==> src/rtl/serial_adder_subtractor_ctrl_if.sv <==
// Operand/result bundle for the bit-serial adder/subtractor sequencer.
//   master : drives start, A, B, Sel; observes busy, done, Result, Cout, Overflow
//   slave  : the sequencer side of the same signals
interface serial_adder_subtractor_ctrl_if #(
  parameter int unsigned WIDTH = 4
);
  logic             start;
  logic [WIDTH-1:0] A;
  logic [WIDTH-1:0] B;
  logic             Sel;
  logic             busy;
  logic             done;
  logic [WIDTH-1:0] Result;
  logic             Cout;
  logic             Overflow;

  modport master (
    output start, A, B, Sel,
    input  busy, done, Result, Cout, Overflow
  );

  modport slave (
    input  start, A, B, Sel,
    output busy, done, Result, Cout, Overflow
  );
endinterface

==> src/rtl/serial_adder_subtractor_ctrl.sv <==
// Bit-serial WIDTH-bit adder/subtractor sequencer.
// Captures A/B/Sel on an accepted start, then feeds one full adder/subtractor
// cell one bit per clock (LSB first), keeping the carry in a flop and shifting
// the sum bit into a result shift register from the MSB side.
// Ports:
//   clk    : rising-edge clock
//   rst_n  : asynchronous active-low reset
//   bus    : slave side of serial_adder_subtractor_ctrl_if
//            start/A/B/Sel in; busy, done (1-cycle pulse), Result, Cout,
//            Overflow out, all registered
module serial_adder_subtractor_ctrl #(
  parameter int unsigned WIDTH = 4
) (
  input  logic                          clk,
  input  logic                          rst_n,
  serial_adder_subtractor_ctrl_if.slave bus
);

  localparam int unsigned    CW   = $clog2(WIDTH) + 1;
  localparam logic [CW-1:0]  LAST = CW'(WIDTH - 1);

  typedef enum logic [1:0] {
    IDLE,
    RUN,
    DONE
  } state_e;

  state_e           state_q,    state_d;
  logic [WIDTH-1:0] opa_q,      opa_d;
  logic [WIDTH-1:0] opb_q,      opb_d;
  logic [WIDTH-1:0] sr_q,       sr_d;
  logic             sel_q,      sel_d;
  logic             carry_q,    carry_d;
  logic [CW-1:0]    count_q,    count_d;
  logic             busy_q,     busy_d;
  logic             done_q,     done_d;
  logic [WIDTH-1:0] result_q,   result_d;
  logic             cout_q,     cout_d;
  logic             overflow_q, overflow_d;

  // One-bit adder/subtractor cell: B is inverted when subtracting; the +1 of
  // two's complement comes from the carry flop being preset to Sel.
  logic cell_b;
  logic cell_s;
  logic cell_co;

  always_comb begin
    cell_b  = opb_q[0] ^ sel_q;
    cell_s  = opa_q[0] ^ cell_b ^ carry_q;
    cell_co = (opa_q[0] & cell_b) | (opa_q[0] & carry_q) | (cell_b & carry_q);
  end

  always_comb begin
    state_d    = state_q;
    opa_d      = opa_q;
    opb_d      = opb_q;
    sr_d       = sr_q;
    sel_d      = sel_q;
    carry_d    = carry_q;
    count_d    = count_q;
    busy_d     = busy_q;
    done_d     = 1'b0;
    result_d   = result_q;
    cout_d     = cout_q;
    overflow_d = overflow_q;

    unique case (state_q)
      IDLE: begin
        if (bus.start) begin
          state_d = RUN;
          opa_d   = bus.A;
          opb_d   = bus.B;
          sel_d   = bus.Sel;
          carry_d = bus.Sel;
          count_d = '0;
          busy_d  = 1'b1;
        end
      end

      RUN: begin
        sr_d    = {cell_s, sr_q[WIDTH-1:1]};
        carry_d = cell_co;
        opa_d   = opa_q >> 1;
        opb_d   = opb_q >> 1;
        count_d = count_q + CW'(1);
        if (count_q == LAST) begin
          // carry_q here is the carry into the MSB, so overflow needs no
          // separate holding flop.
          state_d    = DONE;
          busy_d     = 1'b0;
          done_d     = 1'b1;
          result_d   = {cell_s, sr_q[WIDTH-1:1]};
          cout_d     = cell_co;
          overflow_d = carry_q ^ cell_co;
        end
      end

      DONE: begin
        state_d = IDLE;
      end

      default: begin
        state_d = IDLE;
        busy_d  = 1'b0;
      end
    endcase
  end

  always_ff @(posedge clk or negedge rst_n) begin
    if (!rst_n) begin
      state_q    <= IDLE;
      opa_q      <= '0;
      opb_q      <= '0;
      sr_q       <= '0;
      sel_q      <= 1'b0;
      carry_q    <= 1'b0;
      count_q    <= '0;
      busy_q     <= 1'b0;
      done_q     <= 1'b0;
      result_q   <= '0;
      cout_q     <= 1'b0;
      overflow_q <= 1'b0;
    end else begin
      state_q    <= state_d;
      opa_q      <= opa_d;
      opb_q      <= opb_d;
      sr_q       <= sr_d;
      sel_q      <= sel_d;
      carry_q    <= carry_d;
      count_q    <= count_d;
      busy_q     <= busy_d;
      done_q     <= done_d;
      result_q   <= result_d;
      cout_q     <= cout_d;
      overflow_q <= overflow_d;
    end
  end

  assign bus.busy     = busy_q;
  assign bus.done     = done_q;
  assign bus.Result   = result_q;
  assign bus.Cout     = cout_q;
  assign bus.Overflow = overflow_q;

endmodule
==> src/flat_wrapper.sv <==
// flat-port wrapper written by rule: the top's interface ports become plain ports
module serial_adder_subtractor_ctrl_flat 
#(
  parameter int unsigned WIDTH = 4
)
  (clk, rst_n, bus_start, bus_A, bus_B, bus_Sel, bus_busy, bus_done, bus_Result, bus_Cout, bus_Overflow);
  serial_adder_subtractor_ctrl_if #(.WIDTH(WIDTH)) bus_i ();
  input  logic clk;
  input  logic rst_n;
  input wire logic [$bits(bus_i.start)-1:0] bus_start;
  input wire logic [$bits(bus_i.A)-1:0] bus_A;
  input wire logic [$bits(bus_i.B)-1:0] bus_B;
  input wire logic [$bits(bus_i.Sel)-1:0] bus_Sel;
  output wire logic [$bits(bus_i.busy)-1:0] bus_busy;
  output wire logic [$bits(bus_i.done)-1:0] bus_done;
  output wire logic [$bits(bus_i.Result)-1:0] bus_Result;
  output wire logic [$bits(bus_i.Cout)-1:0] bus_Cout;
  output wire logic [$bits(bus_i.Overflow)-1:0] bus_Overflow;
  assign bus_i.start = bus_start;
  assign bus_i.A = bus_A;
  assign bus_i.B = bus_B;
  assign bus_i.Sel = bus_Sel;
  assign bus_busy = bus_i.busy;
  assign bus_done = bus_i.done;
  assign bus_Result = bus_i.Result;
  assign bus_Cout = bus_i.Cout;
  assign bus_Overflow = bus_i.Overflow;
  serial_adder_subtractor_ctrl #(.WIDTH(WIDTH)) u_core (.clk(clk), .rst_n(rst_n), .bus(bus_i));
endmodule
==> config.mk <==
export PLATFORM = sky130hd
export DESIGN_NAME = serial_adder_subtractor_ctrl_flat
export DESIGN_NICKNAME = d
export VERILOG_FILES = /design/src/rtl/serial_adder_subtractor_ctrl_if.sv /design/src/rtl/serial_adder_subtractor_ctrl.sv /design/src/flat_wrapper.sv
export SDC_FILE = /design/constraint.sdc
export NUM_CORES = 1
export LEC_CHECK = 0
export ABC_CLOCK_PERIOD_IN_PS = 1700
export CAP_MARGIN = 10
export CORE_MARGIN = 2
export CORE_UTILIZATION = 50
export CTS_CLUSTER_SIZE = 28
export DETAILED_ROUTE_END_ITERATION = 6
export GPL_TIMING_DRIVEN = 0
export PLACE_DENSITY = 0.76
export SLEW_MARGIN = 20
export SYNTH_ARGS = -nofsm -noshare
export SYNTH_HDL_FRONTEND = slang
export SYNTH_SLANG_ARGS = --single-unit
==> constraint.sdc <==
create_clock -name clk -period 1.7 [get_ports clk]
set_clock_uncertainty 0.1 [all_clocks]
set_input_delay 0.34 -clock clk [delete_from_list [all_inputs] [get_ports clk]]
set_output_delay 0.34 -clock clk [all_outputs]
set_load 0.005 [all_outputs]
== After elaboration in Yosys (flattened, before gate mapping) ==
Index checks and enable logic that the tools add are counted.
Widths: inputs -> output; s select.

* Flip-flop bits (word level): 27
* Input bits: 12
* Output and inout bits: 8
* Logic and storage cells: 51

* $add $sub $neg: 1
* Eq/ne operators: 5
* Muxes and demuxes: 16
* Bitwise operators: 10
* Reduce and logical (&&, ||, !) cells: 7

{| class="wikitable"
|+ Operator list
! kind !! count
|-
| $pmux 4 s2 || 2
|-
| $mux 4 || 2
|-
| $reduce_and 2->1 || 4
|-
| $pmux 3 s2 || 1
|-
| $mux 1 || 5
|-
| $mux 2 || 2
|-
| $pmux 2 s2 || 1
|-
| $xor 1x1->1 || 4
|-
| $add 3x1->3 const B || 1
|-
| $and 1x1->1 || 3
|-
| $eq 3x2->1 const B || 1
|-
| $mux 3 || 1
|-
| $pmux 1 s3 || 1
|-
| $reduce_and 3->1 || 1
|-
| $eq 2x1->1 const B || 1
|-
| $eq 2x2->1 const B || 1
|-
| $logic_not 2->1 || 1
|-
| $ne 2x1->1 const B || 1
|-
| $ne 2x2->1 const B || 1
|-
| $or 1x1->1 || 2
|-
| $pmux 1 s2 || 1
|-
| $reduce_bool 2->1 || 1
|-
| $not 1->1 || 1
|}

== Longest topological paths before layout ==
* Depth in word-level cells: 5
* Mapped depth: 6
* Depth with buffers taken out: 5

== Worst setup path after synthesis ==
No wires, ideal clock.

* Path type: register to register
* From: reg u_core.count_q[0]
* To: reg u_core.result_q[0] (netlist: u_core.bus.Result[0])
* Library setup time: 0.125 ns
* Data arrival time: 1.347 ns
* Required time: 1.475 ns
* Slack: 0.128 ns
* Cell stages (with the launch flop): 6
* Clock period less this slack: 1.572 ns
* Path through: dfrtp_1 > ha_1 > ha_1 > nand3b_1 > buf_2 > mux2_2

* Cells in the longest elaborated chain, start to end: 2

{| class="wikitable"
|+ RTL lines
! item !! RTL line !! source
|-
| start, declared || serial_adder_subtractor_ctrl.sv:34 || <nowiki>logic [CW-1:0] count_q, count_d;</nowiki>
|-
| start signal, assigned || serial_adder_subtractor_ctrl.sv:130 || <nowiki>count_q <= count_d;</nowiki>
|-
| $eq 3x2->1 || serial_adder_subtractor_ctrl.sv:86 || <nowiki>if (count_q == LAST) begin</nowiki>
|-
| $reduce_and 2->1 (no line) || -- ||
|-
| end signal, assigned || serial_adder_subtractor_ctrl.sv:133 || <nowiki>result_q <= result_d;</nowiki>
|-
| end, declared || serial_adder_subtractor_ctrl.sv:37 || <nowiki>logic [WIDTH-1:0] result_q, result_d;</nowiki>
|}

No other way between the ends.
A chain may end at the register's enable or synchronous reset.

== Worst setup path after layout ==
* From: reg u_core.busy_q (netlist: u_core.bus.busy)
* To: out bus_busy

{| class="wikitable"
|+ RTL lines
! item !! RTL line !! source
|-
| start, declared || serial_adder_subtractor_ctrl.sv:35 || <nowiki>logic busy_q, busy_d;</nowiki>
|-
| start signal, assigned || serial_adder_subtractor_ctrl.sv:131 || <nowiki>busy_q <= busy_d;</nowiki>
|-
| end, declared || flat_wrapper.sv:14 || <nowiki>output wire logic [$bits(bus_i.busy)-1:0] bus_busy;</nowiki>
|}

No word-level cell between the ends.

==> results.ini <==
[run_status]
outcome = finished, final reports clean

[timing]
finalWorstSetupSlack_ns = 0.0677
hold_viol = 0
period_share_pct = 96.0
worst_pin_slew_ns = 0.569
drv_slew = 0
period_needed_ns = 1.63
rsz0062_at_grt = false
max-slew-margin-rel_pct = 62.0
timing.hold.ws_ns = 0.319
clock.fmax_mhz = 613
setup_viol = 0

[detailed_routing]
drc = 0
vias_per_cell = 5.34
drtAntennaViolNets = 0
wirelength_mm = 2.07
vias = 807
drt_iter0_markers = 11
wl_per_cell_um = 13.7
dr.pass1.iters = 4

[logic_synthesis]
synth_top_cell_by_area = dfrtp_1
synthTopCellsByArea = dfrtp_1 58%, mux2_2 6.0%, o22ai_1 5.6%, o21ai_0 3.6%, inv_1 2.7%
synth_top_cell_area_share_pct = 58.2
synth.top_cells.by_count = 26 x dfrtp_1, 10 x o22ai_1, 8 x inv_1, 8 x nand2_1, 8 x o21ai_0
synthFlopType = dfrtp_1
syn_area_sq_um = 1120
synth_nets = 113
synth_edf_count = 0
synth_seq_cells = 26
yosysSeqAreaShare_pct = 58.2
yosys_warnings = 0
async_reset_ff_share_pct = 100
yosysUniqueCellTypes = 25
yosysMostFrequentCell = dfrtp_1
synth.avg_cell_area_sq_um = 11.4
netlist_instances = 98

[clock_tree]
tritoncts = built
clk_latency_ns = 0.31
h-tree-depth = 1
cts_max_path_buffers = 2
cts_inserted_buffers = 3
cts_root_buf = clkbuf_4
clkSinkCount = 26
path_clk_slew_ns = 0.12

[floorplanning]
dieArea_sq_um = 2630
io_pins = 20
core_sq_um = 2170
start_util_pct = 51.6
row_count = 17
die_x_um = 51.3
die_h_um = 51.3

[setup_path]
path_buf_inv = 1
cp_slowest_cell = clkdlybuf4s50_1
r2r_cells = 5
critPathRequiredTime_ns = 1.26
reg2reg_slack_ns = 0.08
path_cells = clkdlybuf4s50_1
path_max_fanout = 3
arrival_ns = 1.19
regToRegStartpoint = u_core.count_q[0]
worstSetupStartpointType = flop
endpoint = bus_busy
crit_cells = 1
end_kind = output port
r2r-end = u_core.bus.Result[2]
cp-startpoint = u_core.bus.busy
slowest_delay_ns = 0.51
critPathTopFamily = buffers and inverters
crit_type = flop to output port

[cells_and_area]
antenna_cells = 0
syn_to_final_growth_pct = 24.3
final_util_pct = 64.1
multi_input_area_sq_um = 413
postLayoutCellArea_sq_um = 1390
nets = 140
nFillCells = 204
drive_gt1_share_pct = 16.3
area.sequential_sq_um = 651

[pwr]
vdd_drop_max_uv = 875
power_leakage_nw = 0.635
powerDensity_nw_per_um2 = 1760

[placement]
io_buffers = 18
pre_cts_ws_ns = -0.0108
globalplace.congestion = 0.799
placed_area_sq_um = 1330
hpwl_mm = 1.53

[global_route]
grt_pass1_vias = 811
grt_use_total_pct = 17.5
antenna_found_initial = 0
grt_overflow_total = 0
grt_max_degree = 27
grt_pass1_wl_mm = 3.43

[hold_path]
min-delay-path-class = input pin to flop

[flow_run]
cap_violations = 0

[cell families (layout without fill, tap and decap cells)]
family | Yosys count | count (layout) | share of synthesized area (%)
buffers and inverters | 13 | 38 | 4.92
AND/OR/NAND/NOR | 19 | 19 | 8.50
flip-flops | 26 | 26 | 58.2
adder cells (fa/ha/maj) | 3 | 3 | 4.03
AO/OA/AOI/OAI | 29 | 29 | 16.8
XOR/XNOR | 2 | 2 | 1.57
multiplexers | 6 | 6 | 6.04
[sequential cells by signal, indices dropped and copies added, names as in the netlist]
signal / count
u_core.state_q: 2
u_core.bus.done: 1
u_core.sr_q: 3
u_core.opb_q: 4
u_core.bus.Result: 4
u_core.carry_q: 1
u_core.count_q: 3
u_core.bus.Overflow: 1
u_core.bus.busy: 1
u_core.sel_q: 1
u_core.opa_q: 4
u_core.bus.Cout: 1
[layer usage]
layer  track usage, %  vias to the layer above  part of all wire [%]
met1             20.9                      388                    42
met2             32.5                       22                    53
li1                 -                      393                     -
met5                0                        -                     0
met4             5.26                        0                   1.0
met3             2.63                        4                   4.6
[worst min path at each step]
stage | from | to | slack (ns) | depth (start not counted)
after detailed placement | rst_n | u_core.bus.Result[2] | 0.27 | 1
after global routing | bus_start | u_core.state_q[0] | 0.34 | 3
after floorplan | rst_n | u_core.bus.Cout | -0.06 | 0
after CTS | bus_start | u_core.state_q[0] | 0.31 | 3
final | bus_start | u_core.state_q[0] | 0.32 | 3
after global placement | u_core.bus.Result[3] | u_core.bus.Result[3] | 0.36 | 2
[worst register-to-register path: stages, from the launching register on]
cell and delay (ns):
dfrtp_1 0.41, ha_1 0.20, ha_1 0.20, nand3b_1 0.13, buf_6 0.13, mux2_2 0.33
[stage by stage]
stage / std cells / power, mW / setup TNS [ns]
after CTS: 148 / 2.45 / 0
after floorplan: 98 / 1.79 / 0
after detailed placement: 144 / 2.20 / -0.0108
after global routing: 151 / 2.66 / 0
after global placement: 144 / 2.12 / -3.03
final: 151 / 2.44 / 0
[layout make-up]
| class | count | area share [%] |
|---|---|---|
| Tap cell | 28 | 2.52 |
| Buffer | 5 | 2.25 |
| Sequential cell | 26 | 46.8 |
| Clock buffer | 3 | 1.62 |
| Inverter | 8 | 2.16 |
| Multi-Input combinational cell | 59 | 29.7 |
| Timing Repair Buffer | 22 | 14.9 |
[placed cells by master, fill, tap and decap left out, types with 2 or more instances in the layout]
cell type,Yosys,final
dfrtp_1,26,26
clkdlybuf4s50_1,0,17
o22ai_1,10,10
inv_1,8,8
o21ai_0,8,8
nand2_1,8,8
mux2_2,6,6
buf_2,5,5
a21oi_1,4,4
nand2b_1,3,3
nor2_1,3,3
clkbuf_4,0,3
buf_4,0,3
a2bb2oi_1,2,2
ha_1,2,2
[where the power goes]
part / switching [mW] / leakage, nW / total [mW] / internal, mW
Sequential: 0.162 / 0.317 / 1.06 / 0.902
Combinational: 0.511 / 0.303 / 1.13 / 0.622
Clock: 0.164 / 0.0138 / 0.247 / 0.0827
[what timing repair did]
item,CTS,global route
buffers inserted,0,3
hold buffers,1,0
setup endpoints to repair,2,2
resized for setup,1,1
endpoints found under the hold margin,26,0
pin swaps,0,1
No activity file was read; power rests on OpenSTA's default activity.
